**src/rtl/cpu_pkg.sv**
```systemverilog
// Shared CPU definitions: instruction width, NOP encoding, loader state enum, opcodes.
// Ports: none (package only).
// Optional feature macro: IMEM_LOADER_CHECKSUM_EN adds the CHK and ERR loader states.
package cpu_pkg;

  localparam int WORD_W = 32;
  localparam logic [31:0] NOP = 32'h0;

  // Opcode / funct fields used to build instruction words
  localparam logic [5:0] OP_LW    = 6'b100011;
  localparam logic [5:0] OP_SW    = 6'b101011;
  localparam logic [5:0] OP_ADDI  = 6'b001000;
  localparam logic [5:0] OP_ORI   = 6'b001101;
  localparam logic [5:0] OP_RTYPE = 6'b000000;
  localparam logic [5:0] FN_SUB   = 6'b100010;
  localparam logic [5:0] FN_AND   = 6'b100100;

  typedef enum logic [2:0] {
    ST_IDLE = 3'd0,
    ST_LOAD = 3'd1,
    ST_PAD  = 3'd2,
    ST_RUN  = 3'd3
`ifdef IMEM_LOADER_CHECKSUM_EN
    ,
    ST_CHK  = 3'd4,
    ST_ERR  = 3'd5
`endif
  } loader_state_t;

endpackage

```
**src/rtl/imem_slot_writer.sv**
```systemverilog
// Packed instruction-image register: decodes the slot index into a write enable
// per slot and clears the whole image on request. Slot k sits at
// bits [(N-k)*W-1 : (N-k-1)*W], so slot 0 is the top word.
// Ports: clock, reset_n (async active-low), clear, wr_en, wr_slot, wr_data, image.
module imem_slot_writer #(
  parameter int NUM_WORDS = 10,
  parameter int WORD_W    = 32
) (
  input  logic                                 clock,
  input  logic                                 reset_n,
  input  logic                                 clear,
  input  logic                                 wr_en,
  input  logic [$clog2(NUM_WORDS+1)-1:0]       wr_slot,
  input  logic [WORD_W-1:0]                    wr_data,
  output logic [NUM_WORDS*WORD_W-1:0]          image
);
  import cpu_pkg::*;

  localparam int CW = $clog2(NUM_WORDS + 1);

  for (genvar k = 0; k < NUM_WORDS; k++) begin : g_slot
    logic [WORD_W-1:0] slot_q;

    always_ff @(posedge clock or negedge reset_n) begin
      if (!reset_n) begin
        slot_q <= WORD_W'(NOP);
      end else if (clear) begin
        slot_q <= WORD_W'(NOP);
      end else if (wr_en && (wr_slot == CW'(k))) begin
        slot_q <= wr_data;
      end
    end

    assign image[(NUM_WORDS-k)*WORD_W-1 -: WORD_W] = slot_q;
  end

endmodule

```
**src/rtl/imem_loader.sv**
```systemverilog
// Host-side instruction-image loader: packs a valid/ready word stream MSB-first
// into the CPU's flat image bus, zero-fills unused slots, then raises start.
// Ports: clock, reset_n (async active-low), wr_valid/wr_ready/wr_data/wr_last
// stream, restart, in_instruction, start, load_count, error.
// Optional feature macro: IMEM_LOADER_CHECKSUM_EN (XOR checksum word after the program).
module imem_loader #(
  parameter int NUM_WORDS = 10,
  parameter int WORD_W    = cpu_pkg::WORD_W
) (
  input  logic                           clock,
  input  logic                           reset_n,
  input  logic                           wr_valid,
  output logic                           wr_ready,
  input  logic [WORD_W-1:0]              wr_data,
  input  logic                           wr_last,
  input  logic                           restart,
  output logic [NUM_WORDS*WORD_W-1:0]    in_instruction,
  output logic                           start,
  output logic [$clog2(NUM_WORDS+1)-1:0] load_count,
  output logic                           error
);
  import cpu_pkg::*;

  localparam int CW = $clog2(NUM_WORDS + 1);

  loader_state_t state_q, state_d;
  logic [CW-1:0] cnt_q, cnt_d;
  logic          accepting;
  logic          hs;
  logic          wr_en;
  logic          clear;
  logic          last_word;
  loader_state_t exit_state;

`ifdef IMEM_LOADER_CHECKSUM_EN
  logic [WORD_W-1:0] xor_q, xor_d;
  assign accepting  = (state_q == ST_IDLE) || (state_q == ST_LOAD) || (state_q == ST_CHK);
  assign exit_state = ST_CHK;
  assign error      = (state_q == ST_ERR);
`else
  assign accepting  = (state_q == ST_IDLE) || (state_q == ST_LOAD);
  assign exit_state = ST_PAD;
  assign error      = 1'b0;
`endif

  // restart masks ready so a word offered alongside restart is never taken
  assign wr_ready   = accepting && !restart;
  assign hs         = wr_valid && wr_ready;
  assign start      = (state_q == ST_RUN);
  assign load_count = cnt_q;

  // The word being written now fills the last slot when cnt_q == N-1
  assign last_word  = wr_last || (cnt_q == CW'(NUM_WORDS - 1));

  always_comb begin
    state_d = state_q;
    cnt_d   = cnt_q;
    wr_en   = 1'b0;
    clear   = 1'b0;
`ifdef IMEM_LOADER_CHECKSUM_EN
    xor_d   = xor_q;
`endif
    if (restart) begin
      state_d = ST_IDLE;
      cnt_d   = '0;
      clear   = 1'b1;
`ifdef IMEM_LOADER_CHECKSUM_EN
      xor_d   = '0;
`endif
    end else begin
      case (state_q)
        // IDLE and LOAD behave identically on a handshake; a single-word
        // program with wr_last exits straight from IDLE.
        ST_IDLE, ST_LOAD: begin
          if (hs) begin
            wr_en   = 1'b1;
            cnt_d   = cnt_q + CW'(1);
`ifdef IMEM_LOADER_CHECKSUM_EN
            xor_d   = xor_q ^ wr_data;
`endif
            state_d = last_word ? exit_state : ST_LOAD;
          end
        end
`ifdef IMEM_LOADER_CHECKSUM_EN
        ST_CHK: begin
          if (hs) begin
            state_d = (wr_data == xor_q) ? ST_PAD : ST_ERR;
          end
        end
        ST_ERR:  state_d = ST_ERR;
`endif
        ST_PAD:  state_d = ST_RUN;
        ST_RUN:  state_d = ST_RUN;
        default: state_d = ST_IDLE;
      endcase
    end
  end

  always_ff @(posedge clock or negedge reset_n) begin
    if (!reset_n) begin
      state_q <= ST_IDLE;
      cnt_q   <= '0;
`ifdef IMEM_LOADER_CHECKSUM_EN
      xor_q   <= '0;
`endif
    end else begin
      state_q <= state_d;
      cnt_q   <= cnt_d;
`ifdef IMEM_LOADER_CHECKSUM_EN
      xor_q   <= xor_d;
`endif
    end
  end

  imem_slot_writer #(
    .NUM_WORDS (NUM_WORDS),
    .WORD_W    (WORD_W)
  ) u_slot_writer (
    .clock   (clock),
    .reset_n (reset_n),
    .clear   (clear),
    .wr_en   (wr_en),
    .wr_slot (cnt_q),
    .wr_data (wr_data),
    .image   (in_instruction)
  );

endmodule

```
**config.mk**
```make
export PLATFORM = sky130hd
export DESIGN_NAME = imem_loader
export DESIGN_NICKNAME = d
export VERILOG_FILES = /design/src/rtl/cpu_pkg.sv /design/src/rtl/imem_slot_writer.sv /design/src/rtl/imem_loader.sv
export SDC_FILE = /design/constraint.sdc
export NUM_CORES = 1
export LEC_CHECK = 0
export CORE_MARGIN = 1
export CORE_UTILIZATION = 54
export DETAILED_ROUTE_END_ITERATION = 10
export PLACE_DENSITY = 0.86
export SLEW_MARGIN = 0
export SYNTH_ARGS = -nofsm -noshare
export SYNTH_HDL_FRONTEND = slang
export SYNTH_SLANG_ARGS = --single-unit
export TNS_END_PERCENT = 10
```
**constraint.sdc**
```tcl
create_clock -name clock -period 2.8 [get_ports clock]
set_input_delay 0.56 -clock clock [delete_from_list [all_inputs] [get_ports clock]]
set_output_delay 0.56 -clock clock [all_outputs]
set_load 0.02 [all_outputs]
```
==> summary.txt <==
Global route
  • Global routing usage on met2: 0.479
  • Met3 Use GR: 0.0950
  • Largest net degree at the start of global routing: 208
  • Grt peak-use layer: met2
  • Global-route met1 utilization: 0.362
  • Initial antenna violation count: 2
  • Vias in the first global route: 10500
  • GRT Total Usage: 0.293
  • Total gr overflow: 0
  • First-pass GRT wire length: 62800 um

Synthesis
  • Cell taking the most area after synthesis: dfrtp_1
  • Yosys warns: 0
  • Post-synthesis adder-cell area fraction: 0.00340
  • Top cell type's share of synthesized area: 0.554
  • Cell Area, Synth: approximately 15000 um^2
  • Simple-gate share of the synthesized area: 0.163
  • Gate Count Post-Synth: 1152
  • XOR/XNOR Fraction of Synth Area: 0.00119
  • Mux cell area share after synthesis: 0.243
  • Syn Area/Cell: 12.8 um^2
  • #FFs+latches synth: 326
  • Netlist cell types: 30
  • Area contributors post-synth: dfrtp_1 55%, mux2_2 22%, nor2b_1 12%
  • Main combinational cell family by area after synthesis: multiplexers
  • Compound-gate portion of the synthesized area: 0.00187
  • Synthesized Nets: 1193
  • Register area share after synthesis: 0.554

Floorplanning
  • Starting Density: 0.548
  • IO Count: 364
  • Core Box Area: about 27000 um^2
  • Chip width: approximately 170 um
  • Die H: 167 um
  • Die area: roughly 28000 um^2
  • Core Rows: 60

Place
  • Inst Count DP: 1774
  • Number of I/O port buffers: 362
  • Routability Congestion: 0.845
  • Dpl hpwl: 26000 um

Drt
  • WL final: 40700 um
  • DR pass1 iterations: 4
  • Vias per inst: 5.34
  • Per-cell routed wire length: 22.1 um
  • Vias: roughly 9800
  • DRC errors left: 0
  • ANT nets after route: 0
  • DR iter-0 viols: 628

Outcome
  • Status: finished clean

Clocking
  • Worst-path clk slew: 60 ps
  • CTS buffer count: 36
  • Max Root-Sink Buffers: 3
  • Post-CTS Setup Bufs: 0
  • Clock Latency Late Sink: 510 ps
  • H-tree Lvls: 2
  • Hold buffer count at cts: 1
  • Root Driver: clkbuf_16
  • Clock Sinks: 326
  • # resized after CTS: 0
  • TritonCTS clock tree: done

Timing
  • Unrepaired setup endpoints after global routing: false
  • Final setup TNS: 0 ps
  • Fmax: around 400 MHz
  • Slew HR: 0.427
  • Final hold viol count: 0
  • Worst-Margin Slew: ~860 ps
  • Slew Viols, Final: 0
  • Minimum clock period: roughly 2500 ps
  • Setup violations, final: 0
  • Post-route clock skew: 15.4 ps
  • Final Cycle Share: 0.903

Critical path
  • Setup CP Type: reg2out
  • CP max stage cell: clkdlybuf4s50_1
  • Crit. End Element: output pin
  • CP max stage delay: 710 ps
  • Crit path arrival time: 1970 ps
  • Crit path buf inv count: 1
  • Worst-path fanout max: 11
  • Family with the most delay on the worst path: buffers and inverters
  • CP Cell Sequence: nor2_2, clkdlybuf4s50_1
  • Reg-to-reg slack, setup: 730 ps
  • Crit start category: flop
  • Worst EP required: 2240 ps

Run
  • Max_cap viols: 0

Power
  • Pwr/cell area: 529 nW/um^2
  • Max rail drop VDD: 484 uV
  • Leakage power: ~9 nW

Final layout
  • Fraction of layout cells with a size suffix above 1: 0.256
  • Non-filler cells, final: 1841
  • Final nets: about 1500
  • Commonest non-fill, non-tap cell in the layout: clkdlybuf4s50_1
  • Most frequent cells in the layout: 360 x clkdlybuf4s50_1, 326 x dfrtp_1, 292 x nor2b_1, 285 x mux2_2, 65 x nand2b_1
  • Area growth syn-to-layout: 34.9%

Hold path
  • HP Class: in2reg
## final timing paths
check / from / endpoint / cells after the start
max: state_q[1]$_DFFE_PN0P_ / wr_ready / 2
min in group asynchronous: reset_n / u_slot_writer.g_slot[6].slot_q[3]$_DFFE_PN0P_ / 2
max reg2reg: load_count[0]$_DFFE_PN0P_ / u_slot_writer.g_slot[8].slot_q[15]$_DFFE_PN0P_ / 6
min: restart / load_count[3]$_DFFE_PN0P_ / 2
min reg2reg: u_slot_writer.g_slot[9].slot_q[8]$_DFFE_PN0P_ / u_slot_writer.g_slot[9].slot_q[8]$_DFFE_PN0P_ / 2
max in group asynchronous: reset_n / u_slot_writer.g_slot[6].slot_q[15]$_DFFE_PN0P_ / 3
## synthesized netlist by cell type (all sizes together)
cell type and instances:
nor2 6, nand3b 3, mux2i 33, and4 1, nand2b 65, nand3 3, and4bb 1, buf 71
xnor2 2, nor2b 292, and3b 1, mux2 288, dfrtp 326, nor4b 1, nor3 1, clkbuf 36
ha 4, or3 1, and2 1, nand4 2, o21ai 1, a211oi 1, conb 1, a21oi 3
nand2 5, inv 3
## worst register-to-register path, stage by stage, from the launching register on
cell	delay, ps
dfrtp_1	440
inv_1	120
ha_1	200
nor2b_1	170
nand4_1	180
buf_4	440
mux2_2	410
## cells by family after synthesis
kind of cell / Yosys count
mux: 321
simple gates: 383
buf+inv: 110
other cells: 1
fa+ha+maj: 4
flops: 326
xor+xnor: 2
compound gates: 5
## routing by layer
metal	part of all wire	routed length, um	vias up
met1	0.41	16600	4999
met4	0.037	1490	0
li1	-	-	4431
met3	0.080	3240	81
met5	0	0	-
met2	0.47	19300	323
## state kept, by name (all words and copies together), names as in the netlist
| name | flops |
|---|---|
| state_q | 2 |
| u_slot_writer.g_slot.slot_q | 320 |
| load_count | 4 |
## final cells by class
cell class	count	area [um^2]
Clock inverter	13	145
Sequential cell	326	8160
Inverter	3	11.3
Multi-Input combinational cell	716	6100
Antenna cell	2	5.00
Timing Repair Buffer	389	3950
Clock buffer	51	1060
Fill cell	1806	7020
Tap cell	341	427
## power by group
part | switching [mW] | leakage (nW) | internal, mW
registers | 0.0524 | 4.53 | 4.79
logic | 0.507 | 4.13 | 0.350
clock network | 1.90 | 0.595 | 2.91
## per-stage QoR
stage               worst slack, ps   util  hold slack (ps)  total power [mW]  cell area (um^2)
floorplan                       951      -              264              5.34             14700
global placement                466  0.693              506              5.77             18600
detailed placement              426  0.693              508              5.79             18600
CTS                             260  0.739              230              10.6             19900
global route                    219  0.739              234              10.8             19900
finish                          271  0.739              245              10.5             19900
No activity file was read; power rests on OpenSTA's default activity.
